**src/rtl/cmd_frame_sequencer.sv**
```systemverilog
// Command frame sequencer: decodes UART command frames, drives register-file
// and ALU strobes, and queues response bytes into the TX FIFO.
module cmd_frame_sequencer #(
   parameter int DATA_WIDTH = 8,
   parameter int ADDR_WIDTH = 4,
   parameter int FUN_WIDTH  = 4,
   parameter int TIMEOUT    = 15
) (
   input  logic                      CLK,
   input  logic                      RST,
   input  logic [DATA_WIDTH-1:0]     RX_P_DATA,
   input  logic                      RX_D_VLD,
   output logic                      WrEn,
   output logic                      RdEn,
   output logic [ADDR_WIDTH-1:0]     Address,
   output logic [DATA_WIDTH-1:0]     WrData,
   input  logic [DATA_WIDTH-1:0]     RdData,
   input  logic                      RdData_Valid,
   output logic                      ALU_EN,
   output logic [FUN_WIDTH-1:0]      ALU_FUN,
   output logic                      CLK_GATE_EN,
   input  logic [2*DATA_WIDTH-1:0]   ALU_OUT,
   input  logic                      ALU_OUT_VLD,
   input  logic                      FIFO_FULL,
   output logic [DATA_WIDTH-1:0]     TX_P_DATA,
   output logic                      TX_D_VLD,
   output logic                      CMD_ERR
);

   localparam int CNT_W = $clog2(TIMEOUT + 1);
   localparam logic [CNT_W-1:0] CNT_LAST = CNT_W'(TIMEOUT - 1);
   localparam logic [CNT_W-1:0] CNT_ONE  = CNT_W'(1);

   localparam logic [DATA_WIDTH-1:0] CMD_WR     = 8'hAA;
   localparam logic [DATA_WIDTH-1:0] CMD_RD     = 8'hBB;
   localparam logic [DATA_WIDTH-1:0] CMD_ALU_OP = 8'hCC;
   localparam logic [DATA_WIDTH-1:0] CMD_ALU    = 8'hDD;

   localparam logic [ADDR_WIDTH-1:0] ADDR_OP_A = {ADDR_WIDTH{1'b0}};
   localparam logic [ADDR_WIDTH-1:0] ADDR_OP_B = {{(ADDR_WIDTH-1){1'b0}}, 1'b1};

   localparam logic [3:0] S_IDLE     = 4'd0;
   localparam logic [3:0] S_WR_ADDR  = 4'd1;
   localparam logic [3:0] S_WR_DATA  = 4'd2;
   localparam logic [3:0] S_RD_ADDR  = 4'd3;
   localparam logic [3:0] S_RD_WAIT  = 4'd4;
   localparam logic [3:0] S_OP_A     = 4'd5;
   localparam logic [3:0] S_OP_B     = 4'd6;
   localparam logic [3:0] S_FUN      = 4'd7;
   localparam logic [3:0] S_ALU_WAIT = 4'd8;
   localparam logic [3:0] S_TX_RD    = 4'd9;
   localparam logic [3:0] S_TX_LO    = 4'd10;
   localparam logic [3:0] S_TX_HI    = 4'd11;

   logic [3:0]              state_r;
   logic [ADDR_WIDTH-1:0]   addr_r;
   logic [DATA_WIDTH-1:0]   rd_data_r;
   logic [2*DATA_WIDTH-1:0] alu_res_r;
   logic [CNT_W-1:0]        cnt_r;

   // Frame FSM with registered outputs; strobes default low every cycle.
   always_ff @(posedge CLK or negedge RST) begin
      if (!RST) begin
         state_r     <= S_IDLE;
         addr_r      <= {ADDR_WIDTH{1'b0}};
         rd_data_r   <= {DATA_WIDTH{1'b0}};
         alu_res_r   <= {(2*DATA_WIDTH){1'b0}};
         cnt_r       <= {CNT_W{1'b0}};
         WrEn        <= 1'b0;
         RdEn        <= 1'b0;
         ALU_EN      <= 1'b0;
         TX_D_VLD    <= 1'b0;
         CMD_ERR     <= 1'b0;
         CLK_GATE_EN <= 1'b0;
         Address     <= {ADDR_WIDTH{1'b0}};
         WrData      <= {DATA_WIDTH{1'b0}};
         ALU_FUN     <= {FUN_WIDTH{1'b0}};
         TX_P_DATA   <= {DATA_WIDTH{1'b0}};
      end else begin
         WrEn     <= 1'b0;
         RdEn     <= 1'b0;
         ALU_EN   <= 1'b0;
         TX_D_VLD <= 1'b0;
         CMD_ERR  <= 1'b0;
         case (state_r)
            S_IDLE: begin
               if (RX_D_VLD) begin
                  case (RX_P_DATA)
                     CMD_WR:     state_r <= S_WR_ADDR;
                     CMD_RD:     state_r <= S_RD_ADDR;
                     CMD_ALU_OP: state_r <= S_OP_A;
                     CMD_ALU:    state_r <= S_FUN;
                     default:    CMD_ERR <= 1'b1;
                  endcase
               end
            end
            S_WR_ADDR: begin
               if (RX_D_VLD) begin
                  addr_r  <= RX_P_DATA[ADDR_WIDTH-1:0];
                  state_r <= S_WR_DATA;
               end
            end
            S_WR_DATA: begin
               if (RX_D_VLD) begin
                  WrEn    <= 1'b1;
                  Address <= addr_r;
                  WrData  <= RX_P_DATA;
                  state_r <= S_IDLE;
               end
            end
            S_RD_ADDR: begin
               if (RX_D_VLD) begin
                  RdEn    <= 1'b1;
                  Address <= RX_P_DATA[ADDR_WIDTH-1:0];
                  cnt_r   <= {CNT_W{1'b0}};
                  state_r <= S_RD_WAIT;
               end
            end
            // A valid on the expiry edge is checked first so it wins over the timeout.
            S_RD_WAIT: begin
               if (RdData_Valid) begin
                  rd_data_r <= RdData;
                  state_r   <= S_TX_RD;
               end else if (cnt_r == CNT_LAST) begin
                  CMD_ERR <= 1'b1;
                  state_r <= S_IDLE;
               end else begin
                  cnt_r <= cnt_r + CNT_ONE;
               end
            end
            S_OP_A: begin
               if (RX_D_VLD) begin
                  WrEn    <= 1'b1;
                  Address <= ADDR_OP_A;
                  WrData  <= RX_P_DATA;
                  state_r <= S_OP_B;
               end
            end
            S_OP_B: begin
               if (RX_D_VLD) begin
                  WrEn    <= 1'b1;
                  Address <= ADDR_OP_B;
                  WrData  <= RX_P_DATA;
                  state_r <= S_FUN;
               end
            end
            S_FUN: begin
               if (RX_D_VLD) begin
                  ALU_FUN     <= RX_P_DATA[FUN_WIDTH-1:0];
                  CLK_GATE_EN <= 1'b1;
                  ALU_EN      <= 1'b1;
                  cnt_r       <= {CNT_W{1'b0}};
                  state_r     <= S_ALU_WAIT;
               end
            end
            S_ALU_WAIT: begin
               if (ALU_OUT_VLD) begin
                  alu_res_r <= ALU_OUT;
                  state_r   <= S_TX_LO;
               end else if (cnt_r == CNT_LAST) begin
                  CMD_ERR     <= 1'b1;
                  CLK_GATE_EN <= 1'b0;
                  state_r     <= S_IDLE;
               end else begin
                  cnt_r <= cnt_r + CNT_ONE;
               end
            end
            S_TX_RD: begin
               if (!FIFO_FULL) begin
                  TX_D_VLD  <= 1'b1;
                  TX_P_DATA <= rd_data_r;
                  state_r   <= S_IDLE;
               end
            end
            S_TX_LO: begin
               if (!FIFO_FULL) begin
                  TX_D_VLD  <= 1'b1;
                  TX_P_DATA <= alu_res_r[DATA_WIDTH-1:0];
                  state_r   <= S_TX_HI;
               end
            end
            S_TX_HI: begin
               if (!FIFO_FULL) begin
                  TX_D_VLD    <= 1'b1;
                  TX_P_DATA   <= alu_res_r[2*DATA_WIDTH-1:DATA_WIDTH];
                  CLK_GATE_EN <= 1'b0;
                  state_r     <= S_IDLE;
               end
            end
            default: state_r <= S_IDLE;
         endcase
      end
   end

endmodule
```
**config.mk**
```make
export PLATFORM = sky130hd
export DESIGN_NAME = cmd_frame_sequencer
export DESIGN_NICKNAME = d
export VERILOG_FILES = /design/src/rtl/cmd_frame_sequencer.sv
export SDC_FILE = /design/constraint.sdc
export NUM_CORES = 1
export LEC_CHECK = 0
export ABC_AREA = 1
export CAP_MARGIN = 20
export CORE_MARGIN = 10
export CORE_UTILIZATION = 51
export DETAILED_ROUTE_END_ITERATION = 10
export GPL_TIMING_DRIVEN = 1
export PLACE_DENSITY = 0.77
export SYNTH_ARGS = -nofsm -noshare
export SYNTH_HDL_FRONTEND = slang
export SYNTH_SLANG_ARGS = --single-unit
```
**constraint.sdc**
```tcl
create_clock -name CLK -period 1.6 [get_ports CLK]
set_clock_uncertainty 0.05 [all_clocks]
set_input_delay 0.32 -clock CLK [delete_from_list [all_inputs] [get_ports CLK]]
set_output_delay 0.32 -clock CLK [all_outputs]
set_load 0.01 [all_outputs]
```
---- After elaboration in Yosys (flattened, before gate mapping) ----
Cells that the tools add are included.
storage, ports and cells
  register bits ........................... 66
  input port bits ......................... 38
  output and inout bits ................... 30
  logic and storage cells ................. 111
cells by class
  add/sub/neg operators ................... 1
  equality and inequality tests ........... 32
  muxes and demuxes ....................... 43
  reduce and logical (&&, ||, !) cells .... 20
operators by type and width
  operator                                                                 number
  4-bit 2-to-1 mux                                                         18
  4-bit case mux with 11 select lines                                      1
  8-bit equality test, second input constant                               4
  4-bit case mux with 4 select lines                                       2
  2-bit inequality test, second input constant                             14
  8-bit 2-to-1 mux                                                         3
  8-bit case mux with 3 select lines                                       1
  4-bit equality test, second input constant                               5
  4-bit by 3-bit equality test with 1-bit output, second input constant    4
  1-bit 2-to-1 mux                                                         15
  4-bit case mux with 3 select lines                                       1
  10-bit AND reduction                                                     1
  2-bit AND reduction                                                      5
  5-bit AND reduction                                                      2
  3-bit nonzero test                                                       3
  4-bit by 2-bit equality test with 1-bit output, second input constant    2
  4-bit AND reduction                                                      2
  1-bit case mux with 3 select lines                                       2
  3-bit OR reduction                                                       2
  5-bit by 1-bit inequality test with 1-bit output, second input constant  1
  4-bit by 1-bit adder with 4-bit output, second input constant            1
  4-bit by 1-bit equality test with 1-bit output, second input constant    1
  4-bit logical NOT                                                        1
  4-bit nonzero test                                                       1
  other kinds (3)                                                          4

---- Logic depth before layout (Yosys ltp) ----
  depth after elaboration ................. 5
  mapped depth ............................ 9
  gate-level depth less buffers ........... 9

---- Least setup slack after synthesis ----
No wires, ideal clock.
  path kind ............................... reg-to-reg
  start point ............................. register state_r[0]
  end point ............................... register state_r[2]
  library setup time ...................... 0.118 ns
  arrival ................................. 1.301 ns
  data required time ...................... 1.432 ns
  setup slack ............................. 0.130 ns
  cell stages (with the launch flop) ...... 9
  buffers on the path ..................... 0
  clock period less this slack ............ 1.470 ns
  cells stage by stage .................... dfrtp_1 nor2_1 nor2_2 inv_2 nor2_2 nor2_4 nand3_2 nand2_1 nand2_1
between the ends
  longest elaborated chain between the ends .. 4
  elaborated cells on any way between the ends .. 25
  those cells by class .................... 21 x eq/ne; 1 x mux; 3 x reduce/logical
RTL lines
  element                          RTL line  text
  start: declaration               55        logic [3:0] state_r;
  start signal: assignment         64        state_r <= S_IDLE;
  start signal: assignment         89        CMD_WR: state_r <= S_WR_ADDR;
  start signal: assignment         90        CMD_RD: state_r <= S_RD_ADDR;
  4-bit equality test              85        case (state_r)
  2-bit OR reduction (no line)     n/a
  2-bit inequality test (no line)  n/a
  10-bit AND reduction (no line)   n/a
Several ways; a longest one is shown, not always the timed one.
A chain may end at the register's enable or synchronous reset.

---- Worst setup path in the final report ----
  start point ............................. register state_r[0]
  end point ............................... register state_r[1]
Same word-level chain as after synthesis.

==> flow_summary.ini <==
[outcome]
status = complete, no violations

[global_route]
use_met3_pct = 5.45
first_global_vias = 2875
antenna_found_initial = 0
gr-usage-met2_pct = 27.5
grt_pass1_wl_mm = 13.7
use_met1_pct = 20.2
gr-total-overflow = 0
grt_use_total_pct = 17.1
grt_max_degree = 67
grt.busiest_layer = met2

[worst_setup_path]
cp_max_fo = 7
critical_path_class = reg2reg
r2r-start = state_r[0]$_DFFE_PN0P_
worst_setup_path_start_kind = register
worstPathRequired_ns = 1.79
end_kind = register
crit_path_start = state_r[0]$_DFFE_PN0P_
arrival_ns = 1.71

[placed_design]
port_buffers = 67
dpl_cell_area_sq_mm = 0.00410
dp.cells = 549
place_ws_ns = -0.0987
place.gp.congestion = 0.937
hpwl_mm = 6.03

[cells_and_area]
drive_above_1_share_pct = 17.4
final_nets = 529
syn2layout_area_growth_pct = 39.8
layout_common_cells = 140 x nand2_1, 64 x dfrtp_1, 36 x inv_1, 36 x clkdlybuf4s50_1, 32 x o21ai_0
antenna_cells = 0
instances_no_fill = 569
finalCoreUtilization_pct = 74.1
fin_area_sq_mm = 0.00441
mostFrequentLayoutCell = nand2_1

[logic_synthesis]
synthCells = 384
synth_warnings = 0
synth_edf_count = 0
syn-num-nets = 424
syn_avg_cell_area_sq_um = 8.22
netlist_area_sq_mm = 0.00316
synthFlopType = dfrtp_1
synthDistinctLibCells = 31
async_flop_share_pct = 100
yosysSeqAreaShare_pct = 52.3
ys_ff_latch = 66

[timing]
rsz0062_at_grt = yes
slew_viol_final = 0
setup_tns_ns = 0
worst_pin_slew_ns = 0.355
period_share_pct = 95.1
finalWorstSetupSlack_ns = 0.0789
slew-limit-headroom_pct = 76.4
finalSetupViolCount = 0
period_minus_slack_ns = 1.52
hold_violations = 0
max_freq_ghz = 0.657
whs_ns = 0.432

[power_and_ir_drop]
ir_worst_vdd_mv = 1.13
total_power_mw = 7.27
leakagePower_nw = 2.30
power_density_mw_per_mm2 = 1650

[floorplan]
num_rows = 28
fp.dieArea_sq_mm = 0.00974
die_x_um = 98.7
die_h_um = 98.7
io_pins = 68
coreArea_sq_mm = 0.00596
start_util_pct = 53.0

[route]
wl_per_cell_um = 14.4
viasPerCell = 5.08
via_count = 2888
first_iter_violations = 135
drt_wl_total_mm = 8.22
drc = 0
first_pass_iters = 4
ant_nets = 0

[clock_tree]
cts_made_buffers = 9
clk_path_buf_depth = 2
h-tree-depth = 3
path_clk_slew_ns = 0.07
cts_num_sinks = 66
clock_latency_ns = 0.35
cts_tree = yes
root_buffer = clkbuf_8

[hold_path]
min_from = alu_res_r[3]$_DFFE_PN0P_
min_path_type = reg2reg

[run]
cap_violations = 0
worst paths after layout:
kind | depth (start not counted) | slack [ns] | end
max | 9 | 0.08 | state_r[1]$_DFFE_PN0P_
min in group asynchronous | 3 | 0.45 | WrEn$_DFF_PN0_
min | 2 | 0.43 | alu_res_r[3]$_DFFE_PN0P_
max in group asynchronous | 3 | 0.75 | state_r[1]$_DFFE_PN0P_
max reg2reg | 9 | 0.08 | state_r[1]$_DFFE_PN0P_
min reg2reg | 2 | 0.43 | alu_res_r[3]$_DFFE_PN0P_
power by group:
| part | total [mW] | switching [mW] | internal [mW] | leakage [nW] |
|---|---|---|---|---|
| combinational | 2.62 | 1.44 | 1.18 | 1.34 |
| sequential | 2.73 | 0.371 | 2.36 | 0.819 |
| clock | 1.92 | 0.675 | 1.24 | 0.137 |
| total | 7.27 | 2.49 | 4.78 | 2.30 |
kinds of logic after synthesis:
kind of cell             after synthesis  share of synthesized area [%]
AND/OR/NAND/NOR                      205                           29.2
flip-flops                            66                           52.3
adder cells (fa/ha/maj)                2                          0.793
buffers and inverters                 48                           6.50
AO/OA/AOI/OAI                         62                           10.9
XOR/XNOR                               1                          0.277
cell usage after synthesis (all sizes together), types with 2 or more instances:
library cell,n,area [sq um]
nor2,29,160
buf,5,42.5
dfrtp,66,1650
o22ai,5,31.3
nand4,9,56.3
nand2,150,583
a21oi,5,28.8
or2,3,18.8
nand3,12,77.6
inv,42,158
o22a,5,43.8
o21ai,46,234
ha,2,25.0
area by class of cell:
type	instances	area [sq um]
Fill cell	484	1540
Inverter	43	168
Clock buffer	10	138
Clock inverter	6	138
Sequential cell	66	1650
Timing Repair Buffer	99	895
Tap cell	75	93.8
Multi-Input combinational cell	270	1330
state kept, by name (all words and copies together) (netlist names):
signal       count
ALU_EN           1
ALU_FUN          4
Address          4
CLK_GATE_EN      1
CMD_ERR          1
RdEn             1
TX_D_VLD         1
TX_P_DATA        8
WrData           8
WrEn             1
addr_r           4
alu_res_r       16
cnt_r            4
rd_data_r        8
state_r          4
routing by layer:
metal | up-vias | part of all wire [%]
met5 | - | 0
met4 | 0 | 2.9
met3 | 24 | 6.0
met2 | 85 | 49
met1 | 1347 | 42
li1 | 1432 | -
repair_timing:
action	4_1_cts	5_1_grt
pin swaps	0	2
gates cloned	0	0
gates resized for setup	31	15
endpoints found under the setup margin	33	57
hold buffers	1	0
hold endpoints to repair	66	0
buffers inserted	0	3
critical path: stages, from the launching register on:
cell and delay, ns:
dfrtp_2 0.47, nor2_2 0.14, buf_4 0.16, nor2_2 0.05
inv_2 0.10, nor2_2 0.07, nor2_4 0.14, nand3_2 0.11
nand2_1 0.07, nand2_1 0.05
No activity file was read; power rests on OpenSTA's default activity.
